$ cat src/rtl/io_pkg.sv
// io_pkg: shared constants for the IO port controller.
//   DATA_W / DEPTH : default port width and per-FIFO entry count
//   PTR_W / CNT_W  : FIFO pointer and occupancy widths for the defaults
//   ST_*           : interrupt FSM state encoding
package io_pkg;
  localparam int DATA_W = 16;
  localparam int DEPTH  = 4;
  localparam int PTR_W  = $clog2(DEPTH);
  localparam int CNT_W  = PTR_W + 1;

  localparam logic [1:0] ST_IDLE       = 2'b00;
  localparam logic [1:0] ST_ASSERT     = 2'b01;
  localparam logic [1:0] ST_WAIT_DRAIN = 2'b10;
endpackage

$ cat src/rtl/port_fifo.sv
// port_fifo: synchronous FIFO used for both port directions.
//   clk, rst (async active-low)
//   push/push_data : write request; accepted when not full, or when full
//                    with a same-cycle pop
//   pop            : read request; ignored when empty
//   head           : oldest entry, 0 when empty
//   full/empty/count : occupancy status
module port_fifo #(
  parameter  int DEPTH    = 4,
  parameter  int DATA_W   = 16,
  localparam int PTR_BITS = $clog2(DEPTH),
  localparam int CNT_BITS = PTR_BITS + 1
) (
  input  logic                clk,
  input  logic                rst,
  input  logic                push,
  input  logic [DATA_W-1:0]   push_data,
  input  logic                pop,
  output logic [DATA_W-1:0]   head,
  output logic                full,
  output logic                empty,
  output logic [CNT_BITS-1:0] count
);
  import io_pkg::*;

  logic [DATA_W-1:0]   mem [DEPTH];
  logic [PTR_BITS-1:0] wr_ptr, rd_ptr;
  logic                do_push, do_pop;

  assign full    = (count == CNT_BITS'(DEPTH));
  assign empty   = (count == '0);
  assign do_pop  = pop & ~empty;
  // A pop frees the slot this edge, so a full FIFO can still take a push.
  assign do_push = push & (~full | do_pop);
  // Empty FIFO never bypasses: head reads 0 until the word is stored.
  assign head    = empty ? '0 : mem[rd_ptr];

  always_ff @(posedge clk or negedge rst) begin
    if (!rst) begin
      wr_ptr <= '0;
      rd_ptr <= '0;
      count  <= '0;
    end else begin
      // DEPTH is a power of two, so pointers wrap naturally.
      if (do_push) wr_ptr <= wr_ptr + 1'b1;
      if (do_pop)  rd_ptr <= rd_ptr + 1'b1;
      case ({do_push, do_pop})
        2'b10:   count <= count + 1'b1;
        2'b01:   count <= count - 1'b1;
        default: ;
      endcase
    end
  end

  // Storage is not reset; stale contents are masked by count/empty.
  always_ff @(posedge clk) begin
    if (do_push) mem[wr_ptr] <= push_data;
  end
endmodule

$ cat src/rtl/io_port_ctrl.sv
// io_port_ctrl: CPU IN/OUT port controller with device-side valid/ready
// channels, an input-arrival interrupt and a sticky output-drop flag.
//   clk, rst (async active-low)
//   cpu_out_wr/cpu_out_data : OUT instruction write into output FIFO
//   cpu_in_rd/cpu_in_data   : IN instruction read from input FIFO head
//   dev_in_*                : device -> CPU stream into input FIFO
//   dev_out_*               : output FIFO -> device stream
//   interrupt/int_ack       : request raised when input data arrives
//   out_overflow            : sticky, an OUT write was dropped
//   in_count                : input FIFO occupancy
module io_port_ctrl #(
  parameter int DEPTH  = 4,
  parameter int DATA_W = 16
) (
  input  logic                    clk,
  input  logic                    rst,
  input  logic                    cpu_out_wr,
  input  logic [DATA_W-1:0]       cpu_out_data,
  input  logic                    cpu_in_rd,
  output logic [DATA_W-1:0]       cpu_in_data,
  input  logic                    dev_in_valid,
  input  logic [DATA_W-1:0]       dev_in_data,
  output logic                    dev_in_ready,
  output logic                    dev_out_valid,
  output logic [DATA_W-1:0]       dev_out_data,
  input  logic                    dev_out_ready,
  output logic                    interrupt,
  input  logic                    int_ack,
  output logic                    out_overflow,
  output logic [$clog2(DEPTH):0]  in_count
);
  import io_pkg::*;

  localparam int CNT_BITS = $clog2(DEPTH) + 1;

  logic                in_full, in_empty, in_push;
  logic                out_full, out_empty;
  logic [CNT_BITS-1:0] out_count;
  logic [1:0]          state, state_nxt;
  logic                unused_ok;

  // Input side only pushes on a real handshake; a full input FIFO with a
  // same-cycle CPU read still refuses the word because ready was low.
  assign dev_in_ready = ~in_full;
  assign in_push      = dev_in_valid & dev_in_ready;

  port_fifo #(.DEPTH(DEPTH), .DATA_W(DATA_W)) u_in_fifo (
    .clk       (clk),
    .rst       (rst),
    .push      (in_push),
    .push_data (dev_in_data),
    .pop       (cpu_in_rd),
    .head      (cpu_in_data),
    .full      (in_full),
    .empty     (in_empty),
    .count     (in_count)
  );

  port_fifo #(.DEPTH(DEPTH), .DATA_W(DATA_W)) u_out_fifo (
    .clk       (clk),
    .rst       (rst),
    .push      (cpu_out_wr),
    .push_data (cpu_out_data),
    .pop       (dev_out_ready),
    .head      (dev_out_data),
    .full      (out_full),
    .empty     (out_empty),
    .count     (out_count)
  );

  assign dev_out_valid = ~out_empty;
  assign unused_ok     = ^{in_empty, out_count};

  // Full implies non-empty, so dev_out_ready alone means a pop this edge.
  always_ff @(posedge clk or negedge rst) begin
    if (!rst)                                      out_overflow <= 1'b0;
    else if (cpu_out_wr && out_full && !dev_out_ready) out_overflow <= 1'b1;
  end

  // Interrupt FSM: one request per burst; pushes while waiting for the
  // FIFO to drain do not re-raise it.
  always_comb begin
    state_nxt = state;
    case (state)
      ST_IDLE:       if (in_count != '0) state_nxt = ST_ASSERT;
      ST_ASSERT:     if (int_ack)        state_nxt = ST_WAIT_DRAIN;
      ST_WAIT_DRAIN: if (in_count == '0) state_nxt = ST_IDLE;
      default:                           state_nxt = ST_IDLE;
    endcase
  end

  always_ff @(posedge clk or negedge rst) begin
    if (!rst) state <= ST_IDLE;
    else      state <= state_nxt;
  end

  assign interrupt = (state == ST_ASSERT);
endmodule
$ cat config.mk
export PLATFORM = sky130hd
export DESIGN_NAME = io_port_ctrl
export DESIGN_NICKNAME = d
export VERILOG_FILES = /design/src/rtl/io_pkg.sv /design/src/rtl/port_fifo.sv /design/src/rtl/io_port_ctrl.sv
export SDC_FILE = /design/constraint.sdc
export NUM_CORES = 1
export LEC_CHECK = 0
export ABC_AREA = 1
export CAP_MARGIN = 15
export CORE_MARGIN = 2
export CORE_UTILIZATION = 25
export DETAILED_ROUTE_END_ITERATION = 10
export DONT_BUFFER_PORTS = 1
export SYNTH_ARGS = -nofsm -noshare
export SYNTH_HDL_FRONTEND = slang
export SYNTH_SLANG_ARGS = --single-unit
$ cat constraint.sdc
create_clock -name clk -period 1.89 [get_ports clk]
set_input_delay 0 -clock clk [delete_from_list [all_inputs] [get_ports clk]]
set_output_delay 0 -clock clk [all_outputs]
set_load 0.01 [all_outputs]
Yosys cells after proc, flatten, opt, wreduce, memory -nomap -nowiden. Memories as Yosys holds them, arrays and structs flattened. Index checks and enable logic that the tools add are counted.

ROM bits: 0. Bits in latches: 0. Input bits: 39. Memories kept: 2. Register bits: 17. Logic and storage cells: 62. RAM bits: 128. Output and inout bits: 39.

Memories: u_in_fifo.mem (depth 4, width 16, rd ports 1, clocked after Yosys merged registers in 0, write ports 1, RTL line port_fifo.sv:26) `logic [DATA_W-1:0] mem [DEPTH];`; u_out_fifo.mem (depth 4, width 16, rd ports 1, clocked after Yosys merged registers in 0, write ports 1, RTL line port_fifo.sv:26).

Muxes and demuxes: 12. Reduce and logical (&&, ||, !) cells: 10. $mul: 0. $add $sub $neg: 8. Divide/modulo/power cells: 0. Equality and inequality tests: 11. Bitwise logic cells: 11. Order comparisons: 0. Shift operators: 0.

Operators by type and width (number): $mux W16 (2); $pmux W3 S2 (2); $add A2 B1 Y2 const B (4); $add A3 B1 Y3 const B (2); $eq A2 B1 Y1 const B (3); $eq A2 B2 Y1 const B (3); $eq A3 B3 Y1 const B (2); $logic_not A3 Y1 (2); $mux W2 (3); $pmux W2 S3 (1); $sub A3 B1 Y3 const B (2); $and A1 B1 Y1 (5); $mux W1 (4); $ne A2 B1 Y1 const B (2); $not A1 Y1 (4); $reduce_bool A2 Y1 (2); $reduce_and A3 Y1 (1); $reduce_bool A3 Y1 (1); $logic_and A1 B1 Y1 (2); $logic_not A2 Y1 (1); $ne A2 B2 Y1 const B (1); $or A1 B1 Y1 (2); $logic_not A1 Y1 (1).

Longest topological paths before layout. Gate-level depths: netlist of the first run.

Depth after elaboration: 7. Gate-level depth with buffers: 12. Gate-level depth less buffers: 12.

Hierarchy. From an unflattened synthesis of the first run, not the netlist that was laid out.

Cell total of the unflattened synthesis: 511. Area total of the unflattened synthesis: 6037.0 um2.

Modules (own cells, without submodules): port_fifo (cells an instance 244, times used 2, area an instance 2936.6 um2, seq. area each 2097.0 um2); io_port_ctrl (cells an instance 23, times used 1, area an instance 163.9 um2, seq. area each 75.1 um2).

Worst setup path after synthesis of the first run. OpenSTA, ideal clock, no wires.

Path kind: register to register. From: reg u_in_fifo.count[0]. To: mem u_in_fifo.mem[0][0], enable pin. Required time: 1501 ps. Arrival time: 1486 ps. Clock period less this slack: 1875 ps. Setup slack: 15 ps. Stages on the path, launching flop included: 5. Setup time: 389 ps. Buffers on the path: 0. Cell sequence: dfrtp_1 inv_2 nand3_2 nand2_1 nor2_1.

Elaborated cells on any way between the ends: 10. Those cells by class: eq/ne: 1; mux: 2; bitwise: 6; reduce/logical: 1.

RTL lines: from (decl) (RTL line port_fifo.sv:22) `output logic [CNT_BITS-1:0] count`; from (signal assigned) (RTL line port_fifo.sv:48) `2'b10: count <= count + 1'b1;`; from (signal assigned) (RTL line port_fifo.sv:49) `2'b01: count <= count - 1'b1;`; $eq A3 B3 Y1 (*) (RTL line port_fifo.sv:30) `assign full = (count == CNT_BITS'(DEPTH));`; $not A1 Y1 (*) (RTL line io_port_ctrl.sv:44) `assign dev_in_ready = ~in_full;`; via dev_in_ready (RTL line io_port_ctrl.sv:23) `output logic dev_in_ready,`; $and A1 B1 Y1 or $or A1 B1 Y1 (tied branches) (RTL line io_port_ctrl.sv:45, port_fifo.sv:34); $and A1 B1 Y1 (*) (RTL line port_fifo.sv:34) `assign do_push = push & (~full | do_pop);`; $mux W1 (*) (RTL line port_fifo.sv:57) `if (do_push) mem[wr_ptr] <= push_data;`; $mux W1 (not written as such) (*) (RTL line port_fifo.sv:57); to (decl) (RTL line port_fifo.sv:26).

The timed path passes the listed nets; every way through them passes the cells marked *.

Worst setup path in the final report of the first run.
From: reg u_out_fifo.count[1]. To: reg u_out_fifo.count[2].

Word-level cells in the longest chain between the ends: 7. Elaborated cells on any way between the ends: 13. Those cells by class: add/sub: 2; eq/ne: 3; mux: 1; bitwise: 5; reduce/logical: 2.

Ends and longest elaborated chain: from (decl) (RTL line port_fifo.sv:22); from (signal assigned) (RTL line port_fifo.sv:48); from (signal assigned) (RTL line port_fifo.sv:49); $logic_not A3 Y1 (RTL line port_fifo.sv:31) `assign empty = (count == '0);`; $not A1 Y1 (RTL line port_fifo.sv:32) `assign do_pop = pop & ~empty;`; $and A1 B1 Y1 (RTL line port_fifo.sv:32); $or A1 B1 Y1 (RTL line port_fifo.sv:34); $and A1 B1 Y1 (RTL line port_fifo.sv:34); $eq A2 B1 Y1 or $eq A2 B2 Y1 (tied branches) (RTL line port_fifo.sv:47) `case ({do_push, do_pop})`; $pmux W3 S2 or $reduce_bool A2 Y1 (tied branches).

Parallel ways exist; a longest one is shown, timed or not. A chain may end at the register's enable or synchronous reset.

==> results of run 1 <==
metrics by stage:
step | setup WS (ns) | cell area (µm²) | power, mW | utilization | cells
2_1_floorplan | 0.0155 | 6850 | 8.35 | - | 633
3_3_place_gp | 0.144 | 7260 | 9.28 | 0.269 | 974
3_5_place_dp | 0.0927 | 7260 | 9.36 | 0.269 | 974
4_1_cts | 0.0479 | 8230 | 12.8 | 0.305 | 1044
5_1_grt | -0.0117 | 8250 | 13.5 | 0.306 | 1046
6_report | 0.134 | 8250 | 12.7 | 0.306 | 1046
final timing paths:
path / to / slack, ns
max in group asynchronous: u_in_fifo.rd_ptr[1] / 1.21
min in group clk: u_in_fifo.mem[0][10] / 0.28
worst min register to register: u_out_fifo.count[2] / 0.51
worst min-delay path: u_out_fifo.count[2] / 0.11
worst max register to register: u_out_fifo.count[2] / 0.13
worst max-delay path: u_out_fifo.count[2] / 0.13
layer usage:
layer | wire length (µm) | part of all wire
met4 | 284 | 0.021
met1 | 5680 | 0.41
met2 | 6790 | 0.49
met3 | 1020 | 0.074
met5 | 0 | 0
cell type report:
class / instances / area, µm²
fillers: 2755 / 18700
repair buffers: 63 / 583
multi-input cells: 302 / 1760
inverters: 164 / 636
flip-flops and latches: 145 / 4270
clock inverters: 14 / 154
clock buffers: 17 / 425
well taps: 341 / 427
cell families after synthesis:
| family | count (synthesis) | share of synthesized area |
|---|---|---|
| compound gates | 40 | 0.0451 |
| fa+ha+maj | 12 | 0.0241 |
| buf+inv | 186 | 0.122 |
| simple gates | 246 | 0.181 |
| flops | 145 | 0.623 |
| xor+xnor | 4 | 0.00511 |
cells in the final DEF (no fill, tap or decap), types with 6 or more instances in the layout:
cell type and instances:
dlygate4sd3_1 39, clkinv_4 6, nand3_2 30, inv_1 154
a21oi_2 29, clkbuf_16 17, nand3_1 44, buf_4 23
nand2_1 137, edfxtp_1 128, ha_1 10, nor2_1 8
dfrtp_1 14, nand2_2 22
power by group:
| group | internal [mW] | switching [mW] | leakage [nW] | total [mW] |
|---|---|---|---|---|
| combinational | 1.56 | 3.20 | 1.92 | 4.76 |
| sequential | 4.24 | 0.359 | 1.37 | 4.60 |
| clock | 1.95 | 1.34 | 0.280 | 3.29 |
synthesized netlist by cell type:
library cell / number
ha_1: 10
edfxtp_1: 128
buf_2: 8
nand4_1: 2
nand3_1: 44
a31o_2: 1
inv_4: 4
a21oi_2: 28
nand2_1: 138
xnor2_1: 4
o21ai_0: 5
fa_1: 2
nand2_4: 1
inv_2: 4
inv_6: 1
nand2_2: 21
buf_6: 14
nor2_4: 1
nand3_2: 30
a21oi_1: 5
o21ai_1: 1
inv_1: 154
nor2_1: 9
clkinv_4: 1
dfrtp_1: 17
what timing repair did:
action | CTS | global route
hold endpoints to repair | 161 | 0
buffers inserted | 0 | 2
gates resized for setup | 0 | 8
endpoints found under the setup margin | 0 | 6
hold buffers | 39 | 0
flip-flops by register name, indices dropped and copies added, names as in the netlist:
register,flops
u_in_fifo.rd_ptr,2
u_out_fifo.rd_ptr,2
u_out_fifo.count,3
u_in_fifo.mem,64
state,2
u_out_fifo.mem,64
out_overflow,1
u_out_fifo.wr_ptr,2
u_in_fifo.wr_ptr,2
u_in_fifo.count,3
worst max-delay path: cells and delay by family (launching register included):
kind                       cells  cell delay (ns)
adders and majority gates      2             0.55
DFF                            1             0.41
and+or+nand+nor                7             0.63
buffers and inverters          1             0.07
==> metrics.txt, run 1 <==
status=finished, final reports clean; DR WL/cell=13.2 µm; Lkg Pwr=3.58 nW; Crit. End Element=flip-flop; worst endpoint required time=2.21 ns; Post-Syn Instances=633; maximum VDD drop=776 µV; Synth Net Count=684; vias=4160; clk_skew=0.00808 ns; worst-path cell chain=nor2_4 -> nand2_2 -> nand2_2 -> ha_1 -> inv_1 -> fa_1 -> nand2_1 -> nand3_1 -> nand2_1 -> nand2_1; DRC=0; Worst-Margin Slew=0.818 ns; Slew HR=0.453; Seq/Total Area, Yosys=0.623; min-delay worst type=input port to async pin; top cell type's share of synthesized area=0.561; slowest stage delay, CP=0.41 ns; nets@finish=744; share of cells above drive strength 1=0.214; global-route wire length before repair=21900 µm; Area growth, synth to finish=20.5%; Routed WL=13800 µm; antenna-violating nets left=0; crit start category=flip-flop; RePlAce Congestion=0.717; Core Rows=60; minimum clock period=1.76 ns; initial antenna violation count=0; GR Util met1=0.109; Power Density=1530 nW/µm²; Via density=3.98; period utilisation layout=0.929; Clk Latency, worst-skew pair=0.42 ns; Critical Path AT=2.08 ns; H-tree depth=4; Die Wd=170 µm; Top cell by count, worst path=nand2_1; total negative setup slack=0 ns; Avg Cell Area, Syn=10.8 µm²; CTS root buf=clkbuf_16; GRT busiest layer=met2; clk sink count=145; initial core utilization=0.254; gr usage total=0.101; max-cap viol count=0; post-synth cell types=25; worst r2r path cells=10; met3 Usage GRT=0.0399; Max Buffers Root-to-Sink=2; max-slew violations=0; vias in the first global route=4208; DR pass1 iterations=4; ant diodes=0; Fin. Hold Viols=0; DP HPWL=8780 µm; setup violators final=0; total core area=27000 µm²; yosys warns=0; CTS tree=done; die area=28700 µm²; DRT iter0 DRCs=155; Synth Register Bits=145; Synth Cell Area=6850 µm²; Fmax=0.569 GHz; largest net degree at the start of global routing=34; clock buffer count from CTS=17; Setup crit start=u_out_fifo.count[1]; RR Startpoint=u_out_fifo.count[1]; slowest stage cell, crit path=dfrtp_1; met2 usage=0.176; Setup CP Type=flip-flop to flip-flop; Clk pin slew, worst setup/hold paths=0.06 ns; Synth area leaders=edfxtp_1 (56%), inv_1 (8.4%), nand2_1 (7.6%); global route total overflow=0; WHS=0.113 ns; CP max FO=3; I/O pin total=78; post-synth top area cell=edfxtp_1; Die Y=170 µm; port bufs=0
Power figures use the tool's default switching activity.
==> inputs of run 2 (changes only) <==
--- a/config.mk
+++ b/config.mk
@@ -11,6 +11,7 @@
 export CORE_UTILIZATION = 25
 export DETAILED_ROUTE_END_ITERATION = 10
 export DONT_BUFFER_PORTS = 1
+export RECOVER_POWER = 100
 export SYNTH_ARGS = -nofsm -noshare
 export SYNTH_HDL_FRONTEND = slang
 export SYNTH_SLANG_ARGS = --single-unit
==> run 2 against run 1 <==
  * Via count increased by 0.31%
  * Setup slack better by 0.0078 ns
  * Highest routed layer unchanged
  * Flip-flop and latch count unchanged
  * Critical endpoint unchanged
  * Utilization is essentially flat
  * Count of clock-buffer cells in the layout unchanged
==> metrics.txt, run 2 (same netlist as run 1, synthesis figures left out) <==
clock buffer count from CTS=17; DP HPWL=8780 µm; Metal-1 WL=5720 µm; Max Buffers Root-to-Sink=2; CTS root buf=clkbuf_16; Die Y=170 µm; DRC=0; largest net degree at the start of global routing=34; Area growth, synth to finish=20.4%; DRT iter0 DRCs=172; clock share of power=0.261; Worst-Margin Slew=0.817 ns; Top Registers=u_in_fifo.mem: 64 flops, u_out_fifo.mem: 64 flops; maximum VDD drop=776 µV; crit start category=flip-flop; nets@finish=744; vias=4173; Clk pin slew, worst setup/hold paths=0.06 ns; RePlAce Congestion=0.717; Inst Count DP=974; max-cap viol count=0; antenna-violating nets left=0; met2 routed WL=6790 µm; Die Wd=170 µm; period utilisation layout=0.925; met3 wire length=951 µm; Setup CP Type=flip-flop to flip-flop; H-tree depth=4; Fin. Hold Viols=0; max-slew violations=0; initial core utilization=0.254; Routed WL=13800 µm; global route total overflow=0; top sig layer=met4; Clk Latency, worst-skew pair=0.42 ns; share of cells above drive strength 1=0.211; worst endpoint required time=2.21 ns; port bufs=0; Crit. End Element=flip-flop; CTS tree=done; global-route wire length before repair=21900 µm; final setup margin=0.142 ns; Finished Layout Cells=1046; DR pass1 iterations=4; DR WL/cell=13.2 µm; Gate power share=0.375; NetSw=4.90 mW; Int Pwr=7.73 mW; minimum clock period=1.75 ns; total core area=27000 µm²; I/O pin total=78; Fmax=0.572 GHz; Pwr Total=12.6 mW; WHS=0.113 ns; setup violators final=0; die area=28700 µm²; gr usage total=0.101; initial antenna violation count=0; vias in the first global route=4208; CP max FO=3; fin util=0.306; min-delay worst type=input port to async pin; Top cell by count, worst path=nand2_1; Power Density=1530 nW/µm²; ant diodes=0; most frequent cells in the layout=inv_1 (155), nand2_1 (137), edfxtp_1 (128), nand3_1 (44), dlygate4sd3_1 (39); Critical Path AT=2.07 ns; Lkg Pwr=3.58 nW; fillers=2757; Via density=3.99; design area=8250 µm²; slowest stage cell, crit path=dfrtp_1; Core Rows=60; Seq pwr share=0.364; Sw Ratio=0.388; pre-CTS setup slack=0.0927 ns; DP Area=7260 µm²; worst-path cell chain=nor2_4 -> nand2_2 -> nand2_2 -> ha_1 -> inv_1 -> fa_1 -> nand2_1 -> nand3_1 -> nand2_1 -> nand2_1; slowest stage delay, CP=0.41 ns; clk sink count=145; clk_skew=0.00807 ns; Slew HR=0.453; commonest non-fill, non-tap cell in the layout=inv_1; status=finished, final reports clean; total negative setup slack=0 ns
run 2: cell count changes in the layout (fill, tap and decap cells not counted), sizes merged:
cell    previous run  this run
buf               24        23
clkbuf            17        18
run 2: worst max-delay path: cells and delay by family, from the launching register on:
kind / cells / cell delay [ns]
DFF: 1 / 0.41
adders and majority gates: 2 / 0.55
buffers and inverters: 1 / 0.07
and+or+nand+nor: 7 / 0.61
run 2: final timing paths:
| kind | start | end | slack, ns | cells after the start |
|---|---|---|---|---|
| min | rst | u_out_fifo.count[2] | 0.11 | 1 |
| min reg2reg | u_out_fifo.count[2] | u_out_fifo.count[2] | 0.49 | 2 |
| max | u_out_fifo.count[1] | u_out_fifo.count[2] | 0.14 | 10 |
| min in group clk | dev_in_data[10] | u_in_fifo.mem[0][10] | 0.28 | 1 |
| max reg2reg | u_out_fifo.count[1] | u_out_fifo.count[2] | 0.14 | 10 |
| max in group asynchronous | rst | u_in_fifo.rd_ptr[1] | 1.21 | 1 |
run 2: repair_timing:
item | in CTS | in global routing
endpoints found under the hold margin | 161 | 0
gates resized for setup | 0 | 8
setup endpoints to repair | 0 | 6
buffers inserted | 0 | 2
hold buffers | 39 | 0
run 2: layout make-up:
type	count	area (µm²)	share of cell area
well taps	341	427	0.0517
repair buffers	63	579	0.0702
clock buffers	17	425	0.0516
inverters	164	636	0.0770
multi-input cells	302	1760	0.213
flip-flops and latches	145	4270	0.518
clock inverters	14	154	0.0187
run 2: routing by layer:
metal | vias up | global-route usage
li1 | 2109 | -
met1 | 1938 | 0.109
met2 | 101 | 0.176
met3 | 25 | 0.0399
met4 | 0 | 0.0409
met5 | - | 0
run 2: power groups by stage:
stage / Combinational (mW) / Clock, mW / Sequential, mW
floorplan: 3.82 / 0 / 4.52
global placement: 4.62 / 0 / 4.66
detailed placement: 4.68 / 0 / 4.68
CTS: 4.80 / 3.39 / 4.61
global route: 5.33 / 3.51 / 4.68
finish: 4.74 / 3.29 / 4.59
